--- config.mk ---
export PLATFORM = sky130hd
export DESIGN_NAME = draw_invader_flat
export DESIGN_NICKNAME = d
export VERILOG_FILES = /design/src/rtl/vga_pkg.sv /design/src/rtl/draw_invader_if.sv /design/src/rtl/draw_invader_delay.sv /design/src/rtl/draw_invader.sv /design/src/flat_wrapper.sv
export SDC_FILE = /design/constraint.sdc
export NUM_CORES = 1
export LEC_CHECK = 0
export BUFFER_PORTS_ARGS = -buffer_cell sky130_fd_sc_hd__buf_2
export CAP_MARGIN = 0
export CORE_UTILIZATION = 45
export CTS_BUF_LIST = sky130_fd_sc_hd__clkbuf_16
export CTS_CLUSTER_DIAMETER = 80
export CTS_CLUSTER_SIZE = 20
export DETAILED_ROUTE_END_ITERATION = 10
export PLACE_DENSITY = 0.67
export SYNTH_ARGS = -nofsm -noshare
export SYNTH_HDL_FRONTEND = slang
export SYNTH_HIERARCHICAL = 1
export SYNTH_SLANG_ARGS = --single-unit
--- constraint.sdc ---
create_clock -name clk -period 4.7 [get_ports clk]
set_clock_uncertainty 0.15 [all_clocks]
set_input_delay 0.94 -clock clk [delete_from_list [all_inputs] [get_ports clk]]
set_output_delay 0.94 -clock clk [all_outputs]
set_load 0.01 [all_outputs]
--- src/rtl/vga_pkg.sv ---
// ============================================================================
// Module      : vga_pkg
// Description : Shared VGA resolution, sprite constants, pixel bundle type
//               and a clipping-safe span test.
// Revision    : 1.0 - initial release
// ============================================================================
`default_nettype none

package vga_pkg;

    localparam int          H_ACTIVE        = 1024;
    localparam int          V_ACTIVE        = 768;
    localparam int          SPRITE_W        = 64;
    localparam int          SPRITE_H        = 32;
    localparam logic [11:0] TRANSPARENT_RGB = 12'h000;

    typedef struct packed {
        logic [10:0] hcount;
        logic [10:0] vcount;
        logic        hsync;
        logic        vsync;
        logic        hblnk;
        logic        vblnk;
        logic [11:0] rgb;
    } vga_t;

    // Widened to 12 bits so start+size cannot wrap past the screen edge.
    function automatic logic in_span(
        input logic [10:0] coord,
        input logic [10:0] start,
        input logic [11:0] size
    );
        logic [11:0] w_c;
        logic [11:0] w_s;
        w_c = {1'b0, coord};
        w_s = {1'b0, start};
        return (w_c >= w_s) && (w_c < (w_s + size));
    endfunction

endpackage

`default_nettype wire

--- src/rtl/draw_invader_if.sv ---
// ============================================================================
// Module      : draw_invader_if
// Description : VGA pixel stream bundle (counts, timing, colour).
// Revision    : 1.0 - initial release
// ============================================================================
`default_nettype none

interface draw_invader_if;

    logic [10:0] hcount;
    logic [10:0] vcount;
    logic        hsync;
    logic        vsync;
    logic        hblnk;
    logic        vblnk;
    logic [11:0] rgb;

    modport master (
        output hcount, vcount, hsync, vsync, hblnk, vblnk, rgb
    );

    modport slave (
        input  hcount, vcount, hsync, vsync, hblnk, vblnk, rgb
    );

endinterface

`default_nettype wire

--- src/rtl/draw_invader_delay.sv ---
// ============================================================================
// Module      : delay
// Description : Fixed-latency register pipeline, WIDTH bits by CLK_DEL stages.
// Revision    : 1.0 - initial release
// ============================================================================
`default_nettype none

module delay #(
    parameter int WIDTH   = 1,
    parameter int CLK_DEL = 1
) (
    input  wire logic             clk,
    input  wire logic             rst_n,
    input  wire logic [WIDTH-1:0] i_din,
    output logic      [WIDTH-1:0] o_dout
);

    import vga_pkg::*;

    generate
        if (CLK_DEL == 0) begin : g_passthrough
            assign o_dout = i_din;
        end else begin : g_pipe
            logic [WIDTH-1:0] r_stage [CLK_DEL];

            always_ff @(posedge clk or negedge rst_n) begin
                if (!rst_n) begin
                    for (int i = 0; i < CLK_DEL; i++) begin
                        r_stage[i] <= '0;
                    end
                end else begin
                    r_stage[0] <= i_din;
                    for (int i = 1; i < CLK_DEL; i++) begin
                        r_stage[i] <= r_stage[i-1];
                    end
                end
            end

            assign o_dout = r_stage[CLK_DEL-1];
        end
    endgenerate

endmodule

`default_nettype wire

--- src/rtl/draw_invader.sv ---
// ============================================================================
// Module      : draw_invader
// Description : Composites a 64x32 ROM sprite onto a VGA stream, 3-clk latency.
// Revision    : 1.0 - initial release
// ============================================================================
`default_nettype none

module draw_invader #(
    parameter int          SPRITE_W        = vga_pkg::SPRITE_W,
    parameter int          SPRITE_H        = vga_pkg::SPRITE_H,
    parameter logic [11:0] TRANSPARENT_RGB = vga_pkg::TRANSPARENT_RGB
) (
    input  wire logic        clk,
    input  wire logic        rst_n,
    draw_invader_if.slave    vga_in,
    draw_invader_if.master   vga_out,
    input  wire logic [10:0] xpos,
    input  wire logic [10:0] ypos,
    input  wire logic        alive,
    output logic      [11:0] rom_address,
    input  wire logic [11:0] rom_rgb
);

    import vga_pkg::*;

    localparam int PIPE_W = $bits(vga_t) + 1;

    logic              r_vblnk_q;
    logic [10:0]       r_xl;
    logic [10:0]       r_yl;
    logic              r_al;
    logic              w_vblnk_rise;
    logic              w_in_box;
    logic [5:0]        w_dx;
    logic [5:0]        w_dy;
    vga_t              w_pix_in;
    logic [PIPE_W-1:0] w_pipe_in;
    logic [PIPE_W-1:0] w_pipe_d2;
    vga_t              w_pix_d2;
    logic              w_in_box_d2;
    vga_t              r_pix_out;
    logic [11:0]       r_rom_address;

    // Sprite position is sampled once per frame so mid-frame moves tear nothing.
    assign w_vblnk_rise = vga_in.vblnk & ~r_vblnk_q;

    always_ff @(posedge clk or negedge rst_n) begin
        if (!rst_n) begin
            r_vblnk_q <= 1'b0;
            r_xl      <= '0;
            r_yl      <= '0;
            r_al      <= 1'b0;
        end else begin
            r_vblnk_q <= vga_in.vblnk;
            if (w_vblnk_rise) begin
                r_xl <= xpos;
                r_yl <= ypos;
                r_al <= alive;
            end
        end
    end

    assign w_in_box = r_al & ~vga_in.hblnk & ~vga_in.vblnk
                    & in_span(vga_in.hcount, r_xl, 12'(SPRITE_W))
                    & in_span(vga_in.vcount, r_yl, 12'(SPRITE_H));

    // Only the low six offset bits address the 64x32 ROM.
    assign w_dx = vga_in.hcount[5:0] - r_xl[5:0];
    assign w_dy = vga_in.vcount[5:0] - r_yl[5:0];

    always_ff @(posedge clk or negedge rst_n) begin
        if (!rst_n) begin
            r_rom_address <= '0;
        end else begin
            r_rom_address <= {w_dy, w_dx};
        end
    end

    assign rom_address = r_rom_address;

    always_comb begin
        w_pix_in        = '0;
        w_pix_in.hcount = vga_in.hcount;
        w_pix_in.vcount = vga_in.vcount;
        w_pix_in.hsync  = vga_in.hsync;
        w_pix_in.vsync  = vga_in.vsync;
        w_pix_in.hblnk  = vga_in.hblnk;
        w_pix_in.vblnk  = vga_in.vblnk;
        w_pix_in.rgb    = vga_in.rgb;
    end

    assign w_pipe_in = {w_pix_in, w_in_box};

    delay #(
        .WIDTH   (PIPE_W),
        .CLK_DEL (2)
    ) u_delay (
        .clk    (clk),
        .rst_n  (rst_n),
        .i_din  (w_pipe_in),
        .o_dout (w_pipe_d2)
    );

    assign w_pix_d2    = vga_t'(w_pipe_d2[PIPE_W-1:1]);
    assign w_in_box_d2 = w_pipe_d2[0];

    always_ff @(posedge clk or negedge rst_n) begin
        if (!rst_n) begin
            r_pix_out <= '0;
        end else begin
            r_pix_out <= w_pix_d2;
            if (w_in_box_d2 && (rom_rgb != TRANSPARENT_RGB)) begin
                r_pix_out.rgb <= rom_rgb;
            end
        end
    end

    assign vga_out.hcount = r_pix_out.hcount;
    assign vga_out.vcount = r_pix_out.vcount;
    assign vga_out.hsync  = r_pix_out.hsync;
    assign vga_out.vsync  = r_pix_out.vsync;
    assign vga_out.hblnk  = r_pix_out.hblnk;
    assign vga_out.vblnk  = r_pix_out.vblnk;
    assign vga_out.rgb    = r_pix_out.rgb;

endmodule

`default_nettype wire

--- src/flat_wrapper.sv ---
// flat-port wrapper written by rule: the top's interface ports become plain ports
module draw_invader_flat import vga_pkg::*;
#(
    parameter int          SPRITE_W        = vga_pkg::SPRITE_W,
    parameter int          SPRITE_H        = vga_pkg::SPRITE_H,
    parameter logic [11:0] TRANSPARENT_RGB = vga_pkg::TRANSPARENT_RGB
)
  (clk, rst_n, xpos, ypos, alive, rom_address, rom_rgb, vga_in_hcount, vga_in_vcount, vga_in_hsync, vga_in_vsync, vga_in_hblnk, vga_in_vblnk, vga_in_rgb, vga_out_hcount, vga_out_vcount, vga_out_hsync, vga_out_vsync, vga_out_hblnk, vga_out_vblnk, vga_out_rgb);
  draw_invader_if vga_in_i ();
  draw_invader_if vga_out_i ();
  input  wire logic clk;
  input  wire logic rst_n;
  input  wire logic [10:0] xpos;
  input  wire logic [10:0] ypos;
  input  wire logic alive;
  output logic      [11:0] rom_address;
  input  wire logic [11:0] rom_rgb;
  input wire logic [$bits(vga_in_i.hcount)-1:0] vga_in_hcount;
  input wire logic [$bits(vga_in_i.vcount)-1:0] vga_in_vcount;
  input wire logic [$bits(vga_in_i.hsync)-1:0] vga_in_hsync;
  input wire logic [$bits(vga_in_i.vsync)-1:0] vga_in_vsync;
  input wire logic [$bits(vga_in_i.hblnk)-1:0] vga_in_hblnk;
  input wire logic [$bits(vga_in_i.vblnk)-1:0] vga_in_vblnk;
  input wire logic [$bits(vga_in_i.rgb)-1:0] vga_in_rgb;
  output wire logic [$bits(vga_out_i.hcount)-1:0] vga_out_hcount;
  output wire logic [$bits(vga_out_i.vcount)-1:0] vga_out_vcount;
  output wire logic [$bits(vga_out_i.hsync)-1:0] vga_out_hsync;
  output wire logic [$bits(vga_out_i.vsync)-1:0] vga_out_vsync;
  output wire logic [$bits(vga_out_i.hblnk)-1:0] vga_out_hblnk;
  output wire logic [$bits(vga_out_i.vblnk)-1:0] vga_out_vblnk;
  output wire logic [$bits(vga_out_i.rgb)-1:0] vga_out_rgb;
  assign vga_in_i.hcount = vga_in_hcount;
  assign vga_in_i.vcount = vga_in_vcount;
  assign vga_in_i.hsync = vga_in_hsync;
  assign vga_in_i.vsync = vga_in_vsync;
  assign vga_in_i.hblnk = vga_in_hblnk;
  assign vga_in_i.vblnk = vga_in_vblnk;
  assign vga_in_i.rgb = vga_in_rgb;
  assign vga_out_hcount = vga_out_i.hcount;
  assign vga_out_vcount = vga_out_i.vcount;
  assign vga_out_hsync = vga_out_i.hsync;
  assign vga_out_vsync = vga_out_i.vsync;
  assign vga_out_hblnk = vga_out_i.hblnk;
  assign vga_out_vblnk = vga_out_i.vblnk;
  assign vga_out_rgb = vga_out_i.rgb;
  draw_invader #(.SPRITE_W(SPRITE_W), .SPRITE_H(SPRITE_H), .TRANSPARENT_RGB(TRANSPARENT_RGB)) u_core (.clk(clk), .rst_n(rst_n), .vga_in(vga_in_i), .vga_out(vga_out_i), .xpos(xpos), .ypos(ypos), .alive(alive), .rom_address(rom_address), .rom_rgb(rom_rgb));
endmodule
Yosys cells after proc, flatten, opt, wreduce, memory -nomap -nowiden. Cells that the tools add are included.

Register bits after elaboration: 152.

Mux-type cells: 1. $add $sub $neg: 4. Bitwise gates (word level): 8. Reduce and logical (&&, ||, !) cells: 4. Order comparisons: 4.

Operators by type and width (count): 11-bit by 12-bit less-than comparator with 1-bit output (2); 11-bit greater-or-equal comparator (2); 11-bit by 6-bit adder with 12-bit output, second input constant (1); 11-bit by 7-bit adder with 12-bit output, second input constant (1); 12-bit 2-to-1 mux (1); 12-bit nonzero test (1); 6-bit subtractor (2); 1-bit AND (5); 1-bit logical AND (3); 1-bit NOT (3).

Logic depth before layout (Yosys ltp). Gate-level depths: netlist of the first run.

Word-level depth: 5. Mapped depth: 9.

Hierarchy. Netlist of the first run, hierarchy kept.

By module, submodules not included: draw_invader (area an instance 3493.4 µm², cells each 312, seq. area each 1851.8 µm², instances 1); delay (area an instance 2244.7 µm², cells each 117, seq. area each 1951.9 µm², instances 1).

Least setup slack after synthesis of the first run. Ideal clock, no wire load.

Path type: input to register. Start point: in vga_in_hcount[0]. End point: reg u_core/u_delay/g_pipe.r_stage[39] (netlist bit). Library setup time: 137 ps. Stages: 8. Required time: 4413 ps. Path buffers: 0. Arrival: 2334 ps. Path slack: 2079 ps. Cell sequence: inv_1 ha_1 fa_1 nand2b_1 a21oi_1 a2111oi_4 o21ai_1 a2111oi_2.

Word-level cells in the longest chain between the ends: 4.

Ends and longest elaborated chain: from (decl) (RTL line flat_wrapper.sv:18) `input wire logic [$bits(vga_in_i.hcount)-1:0] vga_in_hcount;`; 11-bit by 12-bit less-than comparator with 1-bit output / 11-bit greater-or-equal comparator (equally long branches) (RTL line vga_pkg.sv:37) `return (w_c >= w_s) && (w_c < (w_s + size));`; 1-bit logical AND * (RTL line vga_pkg.sv:37); 1-bit AND * (RTL line draw_invader.sv:64) `& in_span(vga_in.hcount, r_xl, 12'(SPRITE_W))`; 1-bit AND * (RTL line draw_invader.sv:65) `& in_span(vga_in.vcount, r_yl, 12'(SPRITE_H));`; net u_core.w_in_box (RTL line draw_invader.sv:33) `logic w_in_box;`; to (signal, indexed assignment) (RTL line draw_invader_delay.sv:34) `r_stage[i] <= r_stage[i-1];`; to (decl) (RTL line draw_invader_delay.sv:24) `logic [WIDTH-1:0] r_stage [CLK_DEL];`.

Mark *: on every way through the listed nets, which the timed path passes. The rest lies on a longest branch. A chain may end at the register's enable or synchronous reset.

Final worst setup path of the first run. Ends and elaborated chain as after synthesis.

==> results of run 1 <==
==> cells in the final DEF (no fill, tap or decap), types with 2 or more instances in the layout <==
cell	n
inv_1	35
a21o_1	4
o2111ai_1	2
nand2_1	31
fa_1	2
a211oi_1	2
xor2_1	2
a21boi_0	2
nand2b_1	2
o211ai_1	3
clkinv_1	2
a21oi_1	15
o21ai_0	27
nand3_1	9
mux2_2	15
a31oi_1	2
nand4_1	2
nor4_1	3
clkinv_2	5
nor2b_1	3
clkbuf_16	17
nor2_1	12
buf_2	123
xnor2_1	8
bufinv_16	2
dfrtp_1	152
ha_1	35
==> power by group through the flow <==
| stage | combinational (mW) | clock (mW) | sequential [mW] |
|---|---|---|---|
| floorplan | 0.239 | 0 | 1.49 |
| global placement | 0.396 | 0 | 1.47 |
| detailed placement | 0.411 | 0 | 1.48 |
| CTS | 0.414 | 1.26 | 1.45 |
| global route | 0.462 | 1.32 | 1.46 |
| finish | 0.409 | 1.23 | 1.45 |
==> registers in the layout, summed over array words and instances, names as in the netlist <==
signal,cells
u_core/vga_out.vcount,11
u_core/r_vblnk_q,1
u_core/vga_out.hsync,1
u_core/u_delay/g_pipe.r_stage,39
u_core/r_xl,11
u_core/vga_out.hcount,11
u_core/vga_out.vsync,1
u_core/u_delay/o_dout,39
u_core/vga_out.vblnk,1
u_core/vga_out.hblnk,1
u_core/r_yl,11
u_core/r_al,1
u_core/vga_out.rgb,12
u_core/rom_address,12
==> routing by layer <==
metal,vias up,share of wire,global-route usage
li1,1600,-,-
met1,1591,0.46,0.203
met2,109,0.47,0.241
met3,9,0.054,0.0464
met4,0,0.013,0.0615
met5,-,0,0
==> final timing paths <==
kind / startpoint / endpoint / cells past startpoint
setup / recovery: vga_in_hcount[0] / u_core/u_delay/g_pipe.r_stage[39] / 9
hold / removal: u_core/u_delay/o_dout[15] / u_core/vga_out.vsync / 0
setup reg to reg: u_core/r_yl[5] / u_core/u_delay/g_pipe.r_stage[39] / 8
hold reg to reg: u_core/u_delay/o_dout[15] / u_core/vga_out.vsync / 0
max in group asynchronous: rst_n / u_core/u_delay/g_pipe.r_stage[70] / 2
min in group asynchronous: rst_n / u_core/vga_out.vsync / 1
==> cells in the mapped netlist (3+ instances only) <==
cell and instances:
xnor2_1 8, mux2_2 15, nor2b_1 4, inv_1 33, nor2_1 12, dfrtp_1 152
a21o_1 4, o211ai_1 3, nand2_1 31, a21oi_1 15, clkbuf_1 5, ha_1 35
nand3_1 9, nor4_1 3, o21ai_0 27, buf_4 39
==> logic make-up (layout without fill, tap and decap cells) <==
logic type | count (synthesis) | count (layout) | synth area share
muxes | 16 | 16 | 0.0312
adders and majority gates | 37 | 37 | 0.0833
DFF | 152 | 152 | 0.663
AOI/OAI and AO/OA | 66 | 66 | 0.0735
xor gates and xnor gates | 10 | 10 | 0.0153
buffers and inverters | 78 | 189 | 0.0768
and+or+nand+nor | 70 | 70 | 0.0571
==> per-stage QoR <==
stage / hold WS, ps / utilization / std cells
final: 195 / 0.559 / 708
after detailed placement: 185 / 0.515 / 678
after CTS: 196 / 0.559 / 708
after global routing: 198 / 0.559 / 708
after global placement: 182 / 0.515 / 678
after floorplan: 181 / - / 429
==> final cells by class <==
type                    instances  area share
flip-flops and latches        152       0.557
multi-input cells             199       0.219
repair buffers                126      0.0958
clock buffers                  17      0.0623
well taps                     168      0.0308
inverters                      33      0.0181
clock inverters                13      0.0170
==> key figures, run 1 <==
Timing
  • Worst slew pin tran: 1150 ps
  • RSZ-0062 raised after global routing: no
  • Final worst path period share: 0.524
  • Final Hold Vio Count: 0
  • Final Max Slew Viols: 0
  • Max-Slew Margin vs Limit: 0.231
  • Setup Total Neg Slack: 0 ps
  • Max frequency: 0.406 GHz
  • Final setup viols: 0
  • Setup ws final: 2240 ps
  • Min Tclk post-route: 2460 ps

Power
  • Switching pwr: 0.740 mW
  • Clock network fraction of design power: 0.399
  • Combinational power share: 0.132
  • Int Pwr: 2.35 mW
  • PwrDens: 453 mW/mm^2
  • Peak VDD IR: 226 uV
  • Leakage Power: 3.33 nW
  • Power share of the sequential group: 0.469
  • Design Power: 3.09 mW
  • Sw Share: 0.239

Clock network
  • Skew-Pair Late Insertion Delay: 400 ps
  • Htree depth: 4
  • Post-CTS setup buffers: 0
  • Clock sinks: 152
  • CTS max path bufs: 2
  • Num CTS Buffers: 17
  • Post-CTS Resized: 0
  • Register clock-pin slew on the reported worst setup and hold paths: 60 ps
  • Root Driver: clkbuf_16
  • CTS Hold Bufs: 0
  • CTS tree: built

Synthesis
  • Main synth FF type: dfrtp_1
  • Mapped cell area: 0.00574 sq mm
  • Syn nets: 541
  • Leading area contributor after synthesis: dfrtp_1
  • Avg Cell Area, Syn: 13.4 sq um
  • Register area share after synthesis: 0.663
  • Flops & latches, synth: 152
  • Post-synth top area share: 0.663
  • Post-synth ARST share: 1.00
  • Unique masters post-synth: 42
  • Post-Syn Instances: 429
  • Area contributors post-synth: dfrtp_1, ha_1, buf_4
  • EDFF count, synth: 0
  • Ys Warns: 6

Cells and area
  • Fill cells: 1,025
  • Share of layout cells above drive strength 1: 0.319
  • Area growth, synth to finish: 19.0%
  • Reg area: 0.00380 sq mm
  • Design area: 0.00683 sq mm
  • Final nets: 641
  • Ant. Diodes: 0
  • Multi-input gate area in the final layout: 0.00150 sq mm

Floorplanning
  • Core area: 0.0122 sq mm
  • Die footprint: 0.0132 sq mm
  • Die Height: 115 um
  • FP Rows: 40
  • Initial Util: 0.470
  • Die width: 115 um
  • Io pins: 125

Setup path
  • CP max-delay cell: fa_1
  • Crit path max fanout: 3
  • Startpoint Class: primary input
  • CP required: 4820 ps
  • Crit. End Element: flip-flop
  • CP Data Arrival Time: 2580 ps
  • Top Family by Delay on Critical Path: compound AO/OA/AOI/OAI gates
  • Buf/Inv on CP: 2
  • Crit Path Class: primary input to flip-flop
  • Worst path max stage delay: 410 ps
  • Crit-path cells: buf_2, inv_1, ha_1, fa_1, nand2b_1, a21oi_1, a2111oi_4, o21ai_1, a2111oi_2
  • FF-to-FF setup slack: 2400 ps

Outcome
  • Status: finished, final reports clean

Drt
  • First DRT Iteration DRCs: 203
  • Drt pass-1 iters: 4
  • WL final: 9490 um
  • Detail Route Antenna Nets: 0
  • # DRC: 0
  • Vias post-DR: 3,309
  • Routed wire per std cell: 13.4 um
  • Vias per cell: 4.67

Hold path
  • Worst hold path type: flip-flop to flip-flop

Global route
  • First-pass GRT wire length: 15,200 um
  • Vias in the first global route: 3,267
  • Largest net degree at the start of global routing: 100
  • Antenna violations before repair: 0
  • GRT Util Overall: 0.154
  • Grt ovf: 0

Placement
  • Port Buffers: 124
  • Hpwl dp: 7000 um
  • GP Congestion: 0.802
  • Post-DP Area: 0.00629 sq mm
  • DP Worst Slack: 1820 ps

Flow run
  • # Max-Cap Violations: 0
(Power assumes the default switching activity.)
==> run 2, diff against run 1 <==
- ABC_AREA: not set -> 1
- PLACE_DENSITY: 0.67 -> 0.69
- clock period: 4.7 -> 2.2 ns (I/O delays scaled with it)
==> key figures, run 2 <==
Clock network
  • CTS tree: built (unchanged)
  • Htree depth: 4 (unchanged)
  • Register clock-pin slew on the reported worst setup and hold paths: 60 ps (about the same)
  • Root Driver: clkbuf_16 (unchanged)
  • Post-CTS setup buffers: 0 (unchanged)
  • Clock sinks: 152 (unchanged)
  • Num CTS Buffers: 17 (unchanged)
  • CTS max path bufs: 2 (unchanged)
  • Skew-Pair Late Insertion Delay: 420 ps (was 400 ps)

Synthesis
  • Flops & latches, synth: 152 (unchanged)
  • EDFF count, synth: 0 (unchanged)
  • Mapped cell area: 0.00587 sq mm (was 0.00574 sq mm)
  • Post-synth top area share: 0.648 (was 0.663)
  • Synth cell count leaders: dfrtp_1, nand2_1, inv_1 (was dfrtp_1, buf_4, ha_1)
  • Most numerous cell in the Yosys netlist: dfrtp_1 (unchanged)
  • Register area share after synthesis: 0.648 (was 0.663)
  • Main synth FF type: dfrtp_1 (unchanged)
  • Ys Warns: 6 (unchanged)
  • Leading area contributor after synthesis: dfrtp_1 (unchanged)
  • Post-Syn Instances: 493 (was 429)
  • Syn nets: 605 (was 541)
  • Unique masters post-synth: 26 (was 42)
  • Area contributors post-synth: dfrtp_1, ha_1, buf_4 (unchanged)
  • Post-synth ARST share: 1.00 (unchanged)
  • Avg Cell Area, Syn: 11.9 sq um (was 13.4 sq um)

Setup path
  • Worst path max stage delay: 520 ps (was 410 ps)
  • Startpoint Class: primary input (unchanged)
  • Crit-path cells: dlygate4sd3_1, buf_2, inv_1, fa_2, nand3b_1, nand2_2, nand2_1, a21oi_1, nor2_1, nand2_1, nor2_1 (was buf_2, inv_1, ha_1, fa_1, nand2b_1, a21oi_1, a2111oi_4, o21ai_1, a2111oi_2)
  • CP max-delay cell: dlygate4sd3_1 (was fa_1)
  • Crit Path Class: primary input to flip-flop (unchanged)
  • CP Data Arrival Time: 2210 ps (was 2580 ps)
  • Crit. End Element: flip-flop (unchanged)
  • CP required: 2350 ps (was 4820 ps)
  • Crit path max fanout: 3 (unchanged)

Global route
  • Largest net degree at the start of global routing: 55 (was 100)
  • GRT Util Overall: 0.173 (was 0.154)
  • Vias in the first global route: 3,690 (was 3,267)
  • First-pass GRT wire length: 17,200 um (was 15,200 um)
  • Grt ovf: 0 (unchanged)
  • Antenna violations before repair: 1 (was 0)

Timing
  • Max-Slew Margin vs Limit: 0.576 (was 0.231)
  • Final Hold Vio Count: 0 (unchanged)
  • Setup Total Neg Slack: 0 ps (unchanged)
  • Max frequency: 0.485 GHz
  • Final worst path period share: 0.938
  • Final Max Slew Viols: 0 (unchanged)
  • Final setup viols: 0 (unchanged)
  • Min Tclk post-route: 2060 ps
  • Worst slew pin tran: 634 ps (was 1150 ps)
  • RSZ-0062 raised after global routing: no (unchanged)

Drt
  • # DRC: 0 (unchanged)
  • Routed wire per std cell: 12.8 um (was 13.4 um)
  • Vias post-DR: 3,637 (was 3,309)
  • Drt pass-1 iters: 4 (unchanged)
  • First DRT Iteration DRCs: 171 (was 203)
  • WL final: 10,400 um (was 9490 um)
  • Detail Route Antenna Nets: 0 (unchanged)
  • Vias per cell: 4.46 (was 4.67)

Cells and area
  • Fill cells: 1,056 (was 1,025)
  • Area growth, synth to finish: 25.1% (was 19.0%)
  • Final nets: 742 (was 641)
  • Commonest cells after routing, fill and taps aside: dfrtp_1, buf_2, nand2_1 (was dfrtp_1, buf_2, inv_1, ha_1, nand2_1)
  • Share of layout cells above drive strength 1: 0.300 (was 0.319)
  • Ant. Diodes: 0 (unchanged)
  • Final Non-Filler Cells: 815 (was 708)
  • Most common cell after layout, fill and taps aside: dfrtp_1 (unchanged)

Power
  • Leakage Power: 3.78 nW (was 3.33 nW)
  • Peak VDD IR: 376 uV (was 226 uV)
  • Int Pwr: 4.93 mW (was 2.35 mW)
  • Switching pwr: 1.81 mW (was 0.740 mW)
  • PwrDens: 918 mW/mm^2 (was 453 mW/mm^2)
  • Clock network fraction of design power: 0.391 (was 0.399)
  • Sw Share: 0.269 (was 0.239)
  • Combinational power share: 0.147 (was 0.132)
  • Power share of the sequential group: 0.462 (was 0.469)

Floorplanning
  • Io pins: 125 (unchanged)
  • Initial Util: 0.463 (was 0.470)
  • Die width: 116 um (was 115 um)
  • Die Height: 116 um (was 115 um)
  • Die footprint: 0.0135 sq mm (was 0.0132 sq mm)
  • Core area: 0.0127 sq mm (was 0.0122 sq mm)
  • FP Rows: 41 (was 40)

Placement
  • Port Buffers: 124 (unchanged)
  • GP Congestion: 0.867 (was 0.802)
  • Hpwl dp: 7520 um (was 7000 um)
  • Placed cells: 751 (was 678)

Outcome
  • Status: finished, final reports clean (unchanged)

Flow run
  • # Max-Cap Violations: 0 (unchanged)

Hold path
  • Worst hold path type: primary input to flip-flop (was flip-flop to flip-flop)
[run 2: changes by cell type after synthesis, sizes merged, moves of 12 or more]
cell,previous run,this run
inv,33,59
nor2,12,48
a21oi,16,33
mux2,15,3
nand2,31,64
o21ai,28,12
[run 2: timing repair]
action,CTS,global route
endpoints found under the setup margin,0,1
hold endpoints to repair,64,0
hold buffers,32,0
gates resized for setup,0,3
[run 2: path summary, 6_finish.rpt]
| path | from | endpoint | slack, ps | cells past startpoint |
|---|---|---|---|---|
| worst min-delay path | vga_in_vcount[9] | u_core/u_delay/g_pipe.r_stage[65] | 30 | 1 |
| worst min register to register | u_core/u_delay/g_pipe.r_stage[44] | u_core/u_delay/o_dout[5] | 190 | 0 |
| worst max-delay path | vga_in_hcount[1] | u_core/u_delay/g_pipe.r_stage[39] | 140 | 11 |
| worst max register to register | u_core/r_xl[6] | u_core/u_delay/g_pipe.r_stage[39] | 220 | 11 |
| max in group asynchronous | rst_n | u_core/u_delay/g_pipe.r_stage[62] | 1060 | 3 |
| min in group asynchronous | rst_n | u_core/vga_out.hcount[4] | 290 | 2 |
[run 2: layout make-up]
class / instances / area [sq um] / area share
well taps: 172 / 215 / 0.0293
inverters: 59 / 221 / 0.0302
clock buffers: 17 / 425 / 0.0579
flip-flops and latches: 152 / 3800 / 0.518
repair buffers: 163 / 1040 / 0.141
multi-input cells: 237 / 1520 / 0.207
clock inverters: 15 / 120 / 0.0164
[run 2: metal layers]
layer	global-route usage	wire, um	vias to the layer above	part of all wire
li1	-	-	1790	-
met1	0.208	4390	1712	0.42
met2	0.276	5080	113	0.49
met3	0.0560	694	22	0.067
met4	0.0940	267	0	0.026
met5	0	0	-	0
[run 2: cells by family after synthesis]
kind of cell	count (synthesis)	synth area share
AND/OR/NAND/NOR	131	0.0944
adder cells (fa/ha/maj)	37	0.0814
XOR/XNOR	15	0.0224
buffers and inverters	104	0.0946
flip-flops	152	0.648
AO/OA/AOI/OAI	51	0.0535
multiplexers	3	0.00575
[run 2: power groups by stage]
stage	Sequential, mW	Combinational (mW)	Clock [mW]
floorplan	3.21	0.551	0
finish	3.11	0.991	2.64
CTS	3.12	1.00	2.73
global route	3.14	1.13	2.84
detailed placement	3.17	0.951	0
global placement	3.16	0.922	0
[run 2: critical path: cells and delay by family]
family	cells	cell delay, ps
buffers and inverters	3	700
and+or+nand+nor	6	490
adders and majority gates	1	400
AOI/OAI and AO/OA	1	180
[run 2: per-stage QoR]
step	total power, mW	hold WS, ps	setup slack, ps	utilization	area [sq um]
3_5_place_dp	4.12	167	26.8	0.511	6470
5_1_grt	7.11	5.85	37.4	0.579	7340
2_1_floorplan	3.76	-5.59	326	-	5870
6_report	6.74	25.5	137	0.579	7340
3_3_place_gp	4.08	162	96.3	0.511	6470
4_1_cts	6.85	3.01	70.9	0.579	7330
